==> config.mk <==
export PLATFORM = sky130hd
export DESIGN_NAME = wb_dbg_bridge
export DESIGN_NICKNAME = d
export VERILOG_FILES = /design/src/rtl/wb_dbg_bridge.sv
export SDC_FILE = /design/constraint.sdc
export NUM_CORES = 1
export LEC_CHECK = 0
export BUFFER_PORTS_ARGS = -buffer_cell sky130_fd_sc_hd__buf_2
export CAP_MARGIN = 20
export CORE_MARGIN = 5
export CORE_UTILIZATION = 47
export CTS_CLUSTER_SIZE = 24
export DETAILED_ROUTE_END_ITERATION = 6
export PLACE_DENSITY_LB_ADDON = 0.05
export SETUP_SLACK_MARGIN = 0.15
export SYNTH_ARGS = -nofsm -noshare
export SYNTH_HDL_FRONTEND = slang
export SYNTH_SLANG_ARGS = --single-unit
==> constraint.sdc <==
create_clock -name i_clk -period 1.66 [get_ports i_clk]
set_input_delay 0.249 -clock i_clk [delete_from_list [all_inputs] [get_ports i_clk]]
set_output_delay 0.249 -clock i_clk [all_outputs]
set_load 0.1 [all_outputs]
==> src/rtl/wb_dbg_bridge.sv <==
// Wishbone debug initiator: framed command bytes in, single classic cycles out, result bytes back.
// Build option DBG_BRIDGE_AUTOINC_EN adds address post-increment and the 'N'/'n' commands.
module wb_dbg_bridge #(
  parameter int unsigned TIMEOUT  = 255,
  parameter int unsigned TO_WIDTH = 8
) (
  input  logic        i_clk,
  input  logic        i_reset,
  input  logic [7:0]  i_rx_data,
  input  logic        i_rx_valid,
  output logic        o_rx_ready,
  output logic [7:0]  o_tx_data,
  output logic        o_tx_valid,
  input  logic        i_tx_ready,
  output logic [31:0] o_wb_adr,
  output logic [31:0] o_wb_dat,
  input  logic [31:0] i_wb_dat,
  output logic        o_wb_we,
  output logic [3:0]  o_wb_sel,
  output logic        o_wb_stb,
  output logic        o_wb_cyc,
  input  logic        i_wb_ack
);

  localparam logic [7:0] CmdWrite   = 8'h57;
  localparam logic [7:0] CmdRead    = 8'h52;
  localparam logic [7:0] RspOk      = 8'h4B;
  localparam logic [7:0] RspUnknown = 8'h3F;
  localparam logic [7:0] RspTimeout = 8'h54;
`ifdef DBG_BRIDGE_AUTOINC_EN
  localparam logic [7:0] CmdNextRead  = 8'h4E;
  localparam logic [7:0] CmdNextWrite = 8'h6E;
`endif

  typedef enum logic [2:0] {StIdle, StAddr, StData, StBus, StResp} state_e;

  state_e              state_q, state_d;
  logic [1:0]          cnt_q, cnt_d;
  logic                we_q, we_d;
  logic [31:0]         adr_q, adr_d;
  logic [31:0]         dat_q, dat_d;
  logic [23:0]         shift_q, shift_d;
  logic [7:0]          tx_data_q, tx_data_d;
  logic                tx_valid_q, tx_valid_d;
  logic                cyc_q, cyc_d;
  logic [TO_WIDTH-1:0] to_q, to_d;
  logic                rx_fire, tx_fire, timeout_hit;

  // Gated by reset so the handshake is closed while reset is held.
  assign o_rx_ready  = !i_reset && (state_q inside {StIdle, StAddr, StData});
  assign rx_fire     = i_rx_valid && o_rx_ready;
  assign tx_fire     = tx_valid_q && i_tx_ready;
  assign timeout_hit = (TIMEOUT != 0) && (32'(to_q) == TIMEOUT - 32'd1);

  always_comb begin
    state_d    = state_q;
    cnt_d      = cnt_q;
    we_d       = we_q;
    adr_d      = adr_q;
    dat_d      = dat_q;
    shift_d    = shift_q;
    tx_data_d  = tx_data_q;
    tx_valid_d = tx_valid_q;
    cyc_d      = cyc_q;
    to_d       = to_q;
    unique case (state_q)
      StIdle: begin
        if (rx_fire) begin
          cnt_d = '0;
          case (i_rx_data)
            CmdWrite, CmdRead: begin
              we_d    = (i_rx_data == CmdWrite);
              state_d = StAddr;
            end
`ifdef DBG_BRIDGE_AUTOINC_EN
            CmdNextRead: begin
              we_d    = 1'b0;
              cyc_d   = 1'b1;
              to_d    = '0;
              state_d = StBus;
            end
            CmdNextWrite: begin
              we_d    = 1'b1;
              state_d = StData;
            end
`endif
            default: begin
              tx_data_d  = RspUnknown;
              tx_valid_d = 1'b1;
              state_d    = StResp;
            end
          endcase
        end
      end
      StAddr: begin
        if (rx_fire) begin
          adr_d = {adr_q[23:0], i_rx_data};
          cnt_d = cnt_q + 2'd1;
          if (cnt_q == 2'd3) begin
            if (we_q) begin
              state_d = StData;
            end else begin
              cyc_d   = 1'b1;
              to_d    = '0;
              state_d = StBus;
            end
          end
        end
      end
      StData: begin
        if (rx_fire) begin
          dat_d = {dat_q[23:0], i_rx_data};
          cnt_d = cnt_q + 2'd1;
          if (cnt_q == 2'd3) begin
            cyc_d   = 1'b1;
            to_d    = '0;
            state_d = StBus;
          end
        end
      end
      StBus: begin
        // Ack wins over a timeout firing in the same cycle.
        if (i_wb_ack) begin
          cyc_d      = 1'b0;
          tx_valid_d = 1'b1;
          state_d    = StResp;
          if (we_q) begin
            tx_data_d = RspOk;
            cnt_d     = 2'd0;
          end else begin
            tx_data_d = i_wb_dat[31:24];
            shift_d   = i_wb_dat[23:0];
            cnt_d     = 2'd3;
          end
`ifdef DBG_BRIDGE_AUTOINC_EN
          adr_d = adr_q + 32'd4;
`endif
        end else if (timeout_hit) begin
          cyc_d      = 1'b0;
          tx_data_d  = RspTimeout;
          tx_valid_d = 1'b1;
          cnt_d      = 2'd0;
          state_d    = StResp;
        end else begin
          to_d = to_q + TO_WIDTH'(1);
        end
      end
      StResp: begin
        // cnt_q counts the bytes still to follow the one on the bus.
        if (tx_fire) begin
          if (cnt_q == 2'd0) begin
            tx_valid_d = 1'b0;
            state_d    = StIdle;
          end else begin
            tx_data_d = shift_q[23:16];
            shift_d   = {shift_q[15:0], 8'h00};
            cnt_d     = cnt_q - 2'd1;
          end
        end
      end
      default: state_d = StIdle;
    endcase
  end

  always_ff @(posedge i_clk) begin
    if (i_reset) begin
      state_q    <= StIdle;
      cnt_q      <= '0;
      we_q       <= 1'b0;
      adr_q      <= '0;
      dat_q      <= '0;
      shift_q    <= '0;
      tx_data_q  <= '0;
      tx_valid_q <= 1'b0;
      cyc_q      <= 1'b0;
      to_q       <= '0;
    end else begin
      state_q    <= state_d;
      cnt_q      <= cnt_d;
      we_q       <= we_d;
      adr_q      <= adr_d;
      dat_q      <= dat_d;
      shift_q    <= shift_d;
      tx_data_q  <= tx_data_d;
      tx_valid_q <= tx_valid_d;
      cyc_q      <= cyc_d;
      to_q       <= to_d;
    end
  end

  assign o_tx_data  = tx_data_q;
  assign o_tx_valid = tx_valid_q;
  assign o_wb_adr   = adr_q;
  assign o_wb_dat   = dat_q;
  assign o_wb_we    = we_q;
  assign o_wb_sel   = 4'hF;
  assign o_wb_stb   = cyc_q;
  assign o_wb_cyc   = cyc_q;

endmodule
==> tab_implementation.tex, run 1 <==
\begin{tabular}{lr}
\hline
Metric & Value \\
\hline
\multicolumn{2}{l}{\textbf{Synth}} \\
\quad Share of synthesized area occupied by flip-flops and latches & 47.4\% \\
\quad Number of standard cells after synthesis & 611 \\
\quad Ys flop type & dfxtp\_1 \\
\quad EDFF count, synth & 0 \\
\quad Fraction of registers with async set/reset & 0\% \\
\quad Avg Inst Size Synth & 7.74 µm² \\
\quad Total standard cell area after synthesis & 4730 µm² \\
\quad Count of warnings emitted by yosys & 0 \\
\quad Count of cell types in the netlist & 56 \\
\quad Seq cells post-synth & 112 \\
\multicolumn{2}{l}{\textbf{Timing}} \\
\quad Time the worst path needs with I/O delays and setup & 1.80 ns \\
\quad Worst Max-Slew Pin Slew & 0.571 ns \\
\quad Number of hold violations in the final report & 0 \\
\quad Sum of negative setup slack & -4.72 ns \\
\quad Clock skew after layout & 0.0160 ns \\
\quad Final slew viol count & 0 \\
\quad Setup ws final & -0.137 ns \\
\quad Number of setup violations in the final report & 95 \\
\quad RSZ-0062 raised after global routing & true \\
\quad Timing-limited maximum frequency & 556 MHz \\
\quad Final Cycle Share & 108\% \\
\quad Slew margin rel. & 62.0\% \\
\multicolumn{2}{l}{\textbf{Floorplan}} \\
\quad Height of the die & 110 µm \\
\quad Top-level port count & 126 \\
\quad Effective utilization at floorplan & 48.4\% \\
\quad Die footprint & 12200 µm² \\
\quad Std-Cell Rows & 36 \\
\quad X dimension of the die & 110 µm \\
\quad Core Region & 9770 µm² \\
\multicolumn{2}{l}{\textbf{Worst setup path}} \\
\quad Slowest cell on the critical path & or3b\_4 \\
\quad Chain of cells forming the critical path & or3b\_4 -> nor3\_4 -> a21o\_4 -> buf\_6 -> buf\_16 -> nor2\_4 -> a311oi\_2 \\
\quad Worst endpoint data arrival time & 2.09 ns \\
\quad Internal reg-to-reg setup slack & -0.14 ns \\
\quad Critical path capture point type & register \\
\quad Nature of the critical path startpoint & register \\
\quad Maximum net fanout on the critical path & 5 \\
\quad Largest stage delay, worst path & 0.41 ns \\
\quad Family with the most delay on the worst path & simple AND/OR/NAND/NOR gates \\
\quad Crit path kind & register to register \\
\quad Combined buffer and inverter count along the critical path & 2 \\
\quad Data required, critical path & 1.96 ns \\
\multicolumn{2}{l}{\textbf{CTS}} \\
\quad Worst-skew pair later-pin latency & 0.39 ns \\
\quad H-tree levels & 3 \\
\quad TritonCTS Buffers & 9 \\
\quad CTS sink cnt & 112 \\
\quad Buffers from clock root to sink, at most & 2 \\
\quad Clock-pin slew of the registers on the worst-case setup and hold paths & 0.11 ns \\
\quad Clock tree from TritonCTS & yes \\
\quad CTS Root Cell & clkbuf\_8 \\
\multicolumn{2}{l}{\textbf{Drt}} \\
\quad Router iterations before antenna repair & 5 \\
\quad Via/cell ratio & 5.44 \\
\quad Routed length per placed instance & 16.6 µm \\
\quad Number of DRC violations after detailed routing & 0 \\
\quad Remaining antenna violation count after routing & 0 \\
\quad Initial DRC count & 366 \\
\quad Routed vias & 5149 \\
\quad Final WL & 15800 µm \\
\multicolumn{2}{l}{\textbf{Power and ir drop}} \\
\quad Leak & 0.00320 µW \\
\quad Highest ir drop seen on vdd & 0.497 mV \\
\quad Design Power & 5360 µW \\
\quad Total power density per cell area & 689 nW/µm² \\
\multicolumn{2}{l}{\textbf{Outcome}} \\
\quad Outcome & finished, violations left \\
\quad Violated checks & negative setup slack \\
\multicolumn{2}{l}{\textbf{Placed design}} \\
\quad IO buf count & 121 \\
\quad Total instance count after detailed placement & 884 \\
\quad GP Congestion & 0.855 \\
\quad DPL Wire Length & 8730 µm \\
\quad Placement Setup Slack & -0.149 ns \\
\multicolumn{2}{l}{\textbf{GRT}} \\
\quad Via count of the first global-routing pass & 4797 \\
\quad Largest net degree at the start of global routing & 111 \\
\quad First-pass GRT wire length & 23500 µm \\
\quad Congestion Overflow GR & 0 \\
\quad Global routing usage summed across all routing layers & 24.5\% \\
\quad Antenna violations before repair & 1 \\
\multicolumn{2}{l}{\textbf{Final layout}} \\
\quad Area added between synthesis and finish & 64.7\% \\
\quad Fraction of layout cells with a size suffix above 1 & 49.9\% \\
\quad Final net count & 856 \\
\quad ANT cells & 0 \\
\quad Final standard cell count with taps included and fillers excluded & 947 \\
\multicolumn{2}{l}{\textbf{Min path}} \\
\quad Tightest Hold Check Type & primary input to register \\
\multicolumn{2}{l}{\textbf{Job}} \\
\quad Maximum Capacitance Violations & 0 \\
\hline
\end{tabular}
==> metrics by stage <==
stage	hold WS [ns]	area [µm²]	utilization [%]
floorplan	0.375	4940	-
global placement	0.439	6040	61.8
detailed placement	0.443	6040	61.8
CTS	0.0899	7340	75.1
global route	0.0823	7790	79.7
finish	0.0892	7790	79.7
==> sequential cells by signal (all words and copies together) (netlist names) <==
register,cells
o_wb_we,1
o_wb_adr,32
o_wb_dat,32
o_tx_data,8
o_tx_valid,1
state_q,3
cnt_q,2
o_wb_cyc,1
shift_q,24
to_q,8
==> layout make-up <==
| class | instances | area [µm²] |
|---|---|---|
| sequential | 112 | 2260 |
| fill | 658 | 1990 |
| tap | 133 | 166 |
| multi-input combinational | 446 | 3020 |
| clock inverter | 7 | 75.1 |
| timing repair buffer | 232 | 2110 |
| inverter | 8 | 35.0 |
| clock buffer | 9 | 124 |
==> Yosys cell counts, drive strengths merged (2+ instances only) <==
cell | number | area, µm²
nand2 | 183 | 687
dfxtp | 112 | 2240
a21oi | 93 | 465
nor2 | 33 | 126
clkbuf | 28 | 105
buf | 20 | 116
a311oi | 19 | 166
nand3 | 19 | 95.1
o21ai | 15 | 75.1
inv | 8 | 30.0
nor3 | 6 | 41.3
nor2b | 5 | 31.3
and3 | 4 | 25.0
nand2b | 4 | 25.0
or3 | 4 | 25.0
a211oi | 3 | 27.5
a22oi | 3 | 22.5
o22ai | 3 | 18.8
o2bb2ai | 3 | 26.3
o31ai | 3 | 22.5
o41ai | 3 | 26.3
or2 | 3 | 18.8
xnor2 | 3 | 26.3
a211o | 2 | 18.8
a21o | 2 | 15.0
a31oi | 2 | 12.5
and2 | 2 | 12.5
ha | 2 | 25.0
mux2i | 2 | 20.0
or4 | 2 | 15.0
==> final timing paths <==
check / startpoint / end / depth (start not counted)
worst max-delay path: state_q[2] / shift_q[15] / 7
worst min-delay path: i_wb_dat[3] / shift_q[3] / 3
worst max register to register: state_q[2] / shift_q[15] / 7
worst min register to register: o_wb_dat[26] / o_wb_dat[26] / 2
==> power breakdown <==
part | internal (µW) | switching, µW
sequential | 2720 | 32.2
combinational | 314 | 652
clock | 594 | 1050
==> cells by family after synthesis <==
group	count (synthesis)	synth area share, %
muxes	2	0.423
AOI/OAI and AO/OA	161	20.8
and+or+nand+nor	273	24.7
buffers and inverters	56	5.32
xor gates and xnor gates	4	0.741
DFF	112	47.4
other	1	0.0793
adders and majority gates	2	0.529
==> metal layers <==
layer  routed length, µm  up-vias  track usage, %
met2                8000      154            41.3
met4                 424        2            9.94
li1                    -     2501               -
met1                6430     2459            30.3
met3                 896       33            5.53
met5                  13        -               0
==> timing repair <==
action	4_1_cts	5_1_grt
hold buffers	0	0
gates resized for setup	165	86
buffers inserted	21	11
pin swaps	69	42
gates cloned	13	2
endpoints found under the setup margin	91	139
==> worst min-delay path, stage by stage <==
cell     delay, ns
buf_2         0.10
nand3_2       0.04
a21oi_1       0.04
==> layout by cell type, fill, tap and decap left out, types with 14 or more instances in the layout <==
cell type  instances
nand2_1          131
dfxtp_1          104
buf_2             85
a21oi_1           73
buf_4             64
nand2_2           32
buf_6             28
clkbuf_4          26
a21oi_2           20
nand2_4           19
nor2_1            16
buf_12            14
Note: power is estimated with default switching activity, not from simulation.
==> run 2: changes to the inputs <==
--- a/config.mk
+++ b/config.mk
@@ -7,5 +7,5 @@
 export LEC_CHECK = 0
 export BUFFER_PORTS_ARGS = -buffer_cell sky130_fd_sc_hd__buf_2
-export CAP_MARGIN = 20
+export CAP_MARGIN = 5
 export CORE_MARGIN = 5
 export CORE_UTILIZATION = 47
==> constraint.sdc (replaced) <==
create_clock -name i_clk -period 1.66 [get_ports i_clk]
set_input_delay 0.249 -clock i_clk [delete_from_list [all_inputs] [get_ports i_clk]]
set_output_delay 0.249 -clock i_clk [all_outputs]
set_load 0.05 [all_outputs]
==> run 2 against run 1 <==
Effect of this change: power is 1.4% lower; critical path type unchanged; the run still ends with negative setup slack left; register-to-register slack improved by 0.02 ns; cell area up 1.3%; non-clock buffer count fell by 7; worst setup slack improved by 0.021 ns; wire length increased by 9.5%; critical path depth grew 1; sequential power barely moved.
==> tab_implementation.tex, run 2 (synthesis gave the netlist of run 1 again) <==
\begin{tabular}{lr}
\hline
Metric & Value \\
\hline
\multicolumn{2}{l}{\textbf{Timing}} \\
\quad Clock skew after layout & 0.0183 ns \\
\quad Worst Max-Slew Pin Slew & 0.897 ns \\
\quad Setup ws final & -0.116 ns \\
\quad RSZ-0062 raised after global routing & true \\
\quad Timing-limited maximum frequency & 563 MHz \\
\quad Time the worst path needs with I/O delays and setup & 1.78 ns \\
\quad Number of hold violations in the final report & 0 \\
\quad Final slew viol count & 0 \\
\quad Final Cycle Share & 107\% \\
\quad Number of setup violations in the final report & 92 \\
\quad Slew margin rel. & 40.2\% \\
\multicolumn{2}{l}{\textbf{Drt}} \\
\quad Number of DRC violations after detailed routing & 0 \\
\quad Met2 Wirelength & 8620 µm \\
\quad Routed length per placed instance & 18.4 µm \\
\quad Initial DRC count & 332 \\
\quad Remaining antenna violation count after routing & 0 \\
\quad Final WL & 17300 µm \\
\quad Routed met1 length & 7130 µm \\
\quad Router iterations before antenna repair & 4 \\
\quad Routed vias & 5294 \\
\quad Highest routing layer actually used & met4 \\
\quad Via/cell ratio & 5.63 \\
\quad Total length of routed met3 wires & 969 µm \\
\multicolumn{2}{l}{\textbf{CTS}} \\
\quad Worst-skew pair later-pin latency & 0.39 ns \\
\quad CTS Root Cell & clkbuf\_8 \\
\quad Clock-pin slew of the registers on the worst-case setup and hold paths & 0.12 ns \\
\quad Clock tree from TritonCTS & yes \\
\quad TritonCTS Buffers & 9 \\
\quad CTS Hold Buffers Added & 0 \\
\quad CTS sink cnt & 112 \\
\quad Buffers from clock root to sink, at most & 2 \\
\quad H-tree levels & 3 \\
\multicolumn{2}{l}{\textbf{Outcome}} \\
\quad Outcome & finished, violations left \\
\quad Violated checks & negative setup slack \\
\multicolumn{2}{l}{\textbf{Worst setup path}} \\
\quad Crit path kind & register to register \\
\quad Destination of the worst register-to-register timing path & cnt\_q[0] \\
\quad Nature of the critical path startpoint & register \\
\quad Launch point of the worst reg-to-reg path & to\_q[0] \\
\quad Path depth of the worst reg2reg path & 8 \\
\quad Internal reg-to-reg setup slack & -0.12 ns \\
\quad Critical path capture point type & register \\
\quad Worst endpoint data arrival time & 2.01 ns \\
\quad Maximum net fanout on the critical path & 2 \\
\quad Data required, critical path & 1.90 ns \\
\multicolumn{2}{l}{\textbf{Placed design}} \\
\quad GP Congestion & 0.869 \\
\quad Placed Area & 5870 µm² \\
\quad Placement Setup Slack & -0.136 ns \\
\quad DPL Wire Length & 8970 µm \\
\quad Total instance count after detailed placement & 876 \\
\quad IO buf count & 121 \\
\multicolumn{2}{l}{\textbf{Final layout}} \\
\quad Final standard cell count with taps included and fillers excluded & 940 \\
\quad Area added between synthesis and finish & 66.7\% \\
\quad Highest-count cells in the layout ignoring fill and taps & buf\_2, nand2\_1, dfxtp\_1 \\
\quad ANT cells & 0 \\
\quad Summed area of non-filler cells in the final layout & 7890 µm² \\
\quad Final net count & 849 \\
\quad Leading cell type in the layout, fill and taps excluded & buf\_2 \\
\quad Fraction of layout cells with a size suffix above 1 & 56.1\% \\
\multicolumn{2}{l}{\textbf{Floorplan}} \\
\quad Core Region & 9770 µm² \\
\quad Std-Cell Rows & 36 \\
\quad X dimension of the die & 110 µm \\
\quad Top-level port count & 126 \\
\quad Die footprint & 12200 µm² \\
\quad Height of the die & 110 µm \\
\quad Effective utilization at floorplan & 48.4\% \\
\multicolumn{2}{l}{\textbf{Power and ir drop}} \\
\quad Design Power & 5290 µW \\
\quad Switching component of the power & 1620 µW \\
\quad Clock group share of total power & 32.3\% \\
\quad Power share of the sequential group & 52.2\% \\
\quad Leak & 0.00342 µW \\
\quad Combinational share of power & 15.5\% \\
\quad Switching share of total power & 30.7\% \\
\quad Total power density per cell area & 670 nW/µm² \\
\quad Highest ir drop seen on vdd & 0.403 mV \\
\quad Total internal power & 3660 µW \\
\multicolumn{2}{l}{\textbf{GRT}} \\
\quad Global routing usage summed across all routing layers & 22.8\% \\
\quad Via count of the first global-routing pass & 4706 \\
\quad First-pass GRT wire length & 22300 µm \\
\quad Antenna violations before repair & 0 \\
\quad Largest net degree at the start of global routing & 71 \\
\quad Congestion Overflow GR & 0 \\
\multicolumn{2}{l}{\textbf{Min path}} \\
\quad Worst hold path depth & 3 \\
\quad Tightest Hold Check Type & primary input to register \\
\quad Hold Path Origin & i\_wb\_dat[7] \\
\quad Worst Hold Endpoint & shift\_q[7] \\
\multicolumn{2}{l}{\textbf{Job}} \\
\quad Maximum Capacitance Violations & 0 \\
\hline
\end{tabular}
==> run 2: cell count changes in the layout (fill, tap and decap cells not counted), sizes merged <==
cell / change
clkbuf: -15
buf: +10
clkinv: -3
clkinvlp: +3
bufbuf: -1
inv: -1
==> run 2: worst max-delay path by stage <==
stage | startpoint | end | slack, ns
2_1_floorplan | to_q[0] | to_q[7] | -0.02
3_3_place_gp | i_rx_data[3] | o_tx_data[5] | -0.12
3_5_place_dp | i_rx_data[3] | o_tx_data[7] | -0.14
4_1_cts | to_q[0] | cnt_q[1] | -0.05
5_1_grt | to_q[0] | cnt_q[0] | -0.17
6_report | to_q[0] | cnt_q[0] | -0.12
==> run 2: power groups by stage <==
stage / clock (µW) / combinational (µW) / sequential (µW)
2_1_floorplan: 0 / 301 / 2920
3_3_place_gp: 0 / 620 / 2810
3_5_place_dp: 0 / 627 / 2810
4_1_cts: 1700 / 685 / 2750
5_1_grt: 1820 / 863 / 2760
6_report: 1710 / 820 / 2760
==> run 2: layout make-up <==
type	count	area, µm²
Clock buffer	10	138
Clock inverter	6	68.8
Fill cell	640	1890
Inverter	8	37.5
Multi-Input combinational cell	446	3350
Sequential cell	112	2260
Tap cell	133	166
Timing Repair Buffer	225	1870
==> run 2: critical path: stages (launching register included) <==
cell	delay [ns]
dfxtp_2	0.37
inv_2	0.06
ha_4	0.15
and3_4	0.15
a21o_4	0.21
buf_6	0.12
a221oi_4	0.27
mux2i_1	0.25
nor2_1	0.06
==> run 2: per-layer routing <==
layer	up-vias	global-route usage (%)
met5	-	0
met4	0	8.27
met3	53	5.30
met2	183	36.0
met1	2578	30.5
li1	2480	-
==> run 2: through the flow <==
stage | utilization [%] | hold WS [ns] | TNS, ns
2_1_floorplan | - | 0.378 | -0.257
3_3_place_gp | 60.0 | 0.438 | -0.871
3_5_place_dp | 60.0 | 0.445 | -2.47
4_1_cts | 66.0 | 0.0925 | -0.631
5_1_grt | 80.7 | 0.0957 | -9.80
6_report | 80.7 | 0.0963 | -3.95
==> run 2: timing repair <==
item,in CTS,in global routing
resized for setup,53,239
pin swaps,19,114
setup buffers,12,17
gates cloned,2,17
setup endpoints to repair,101,113
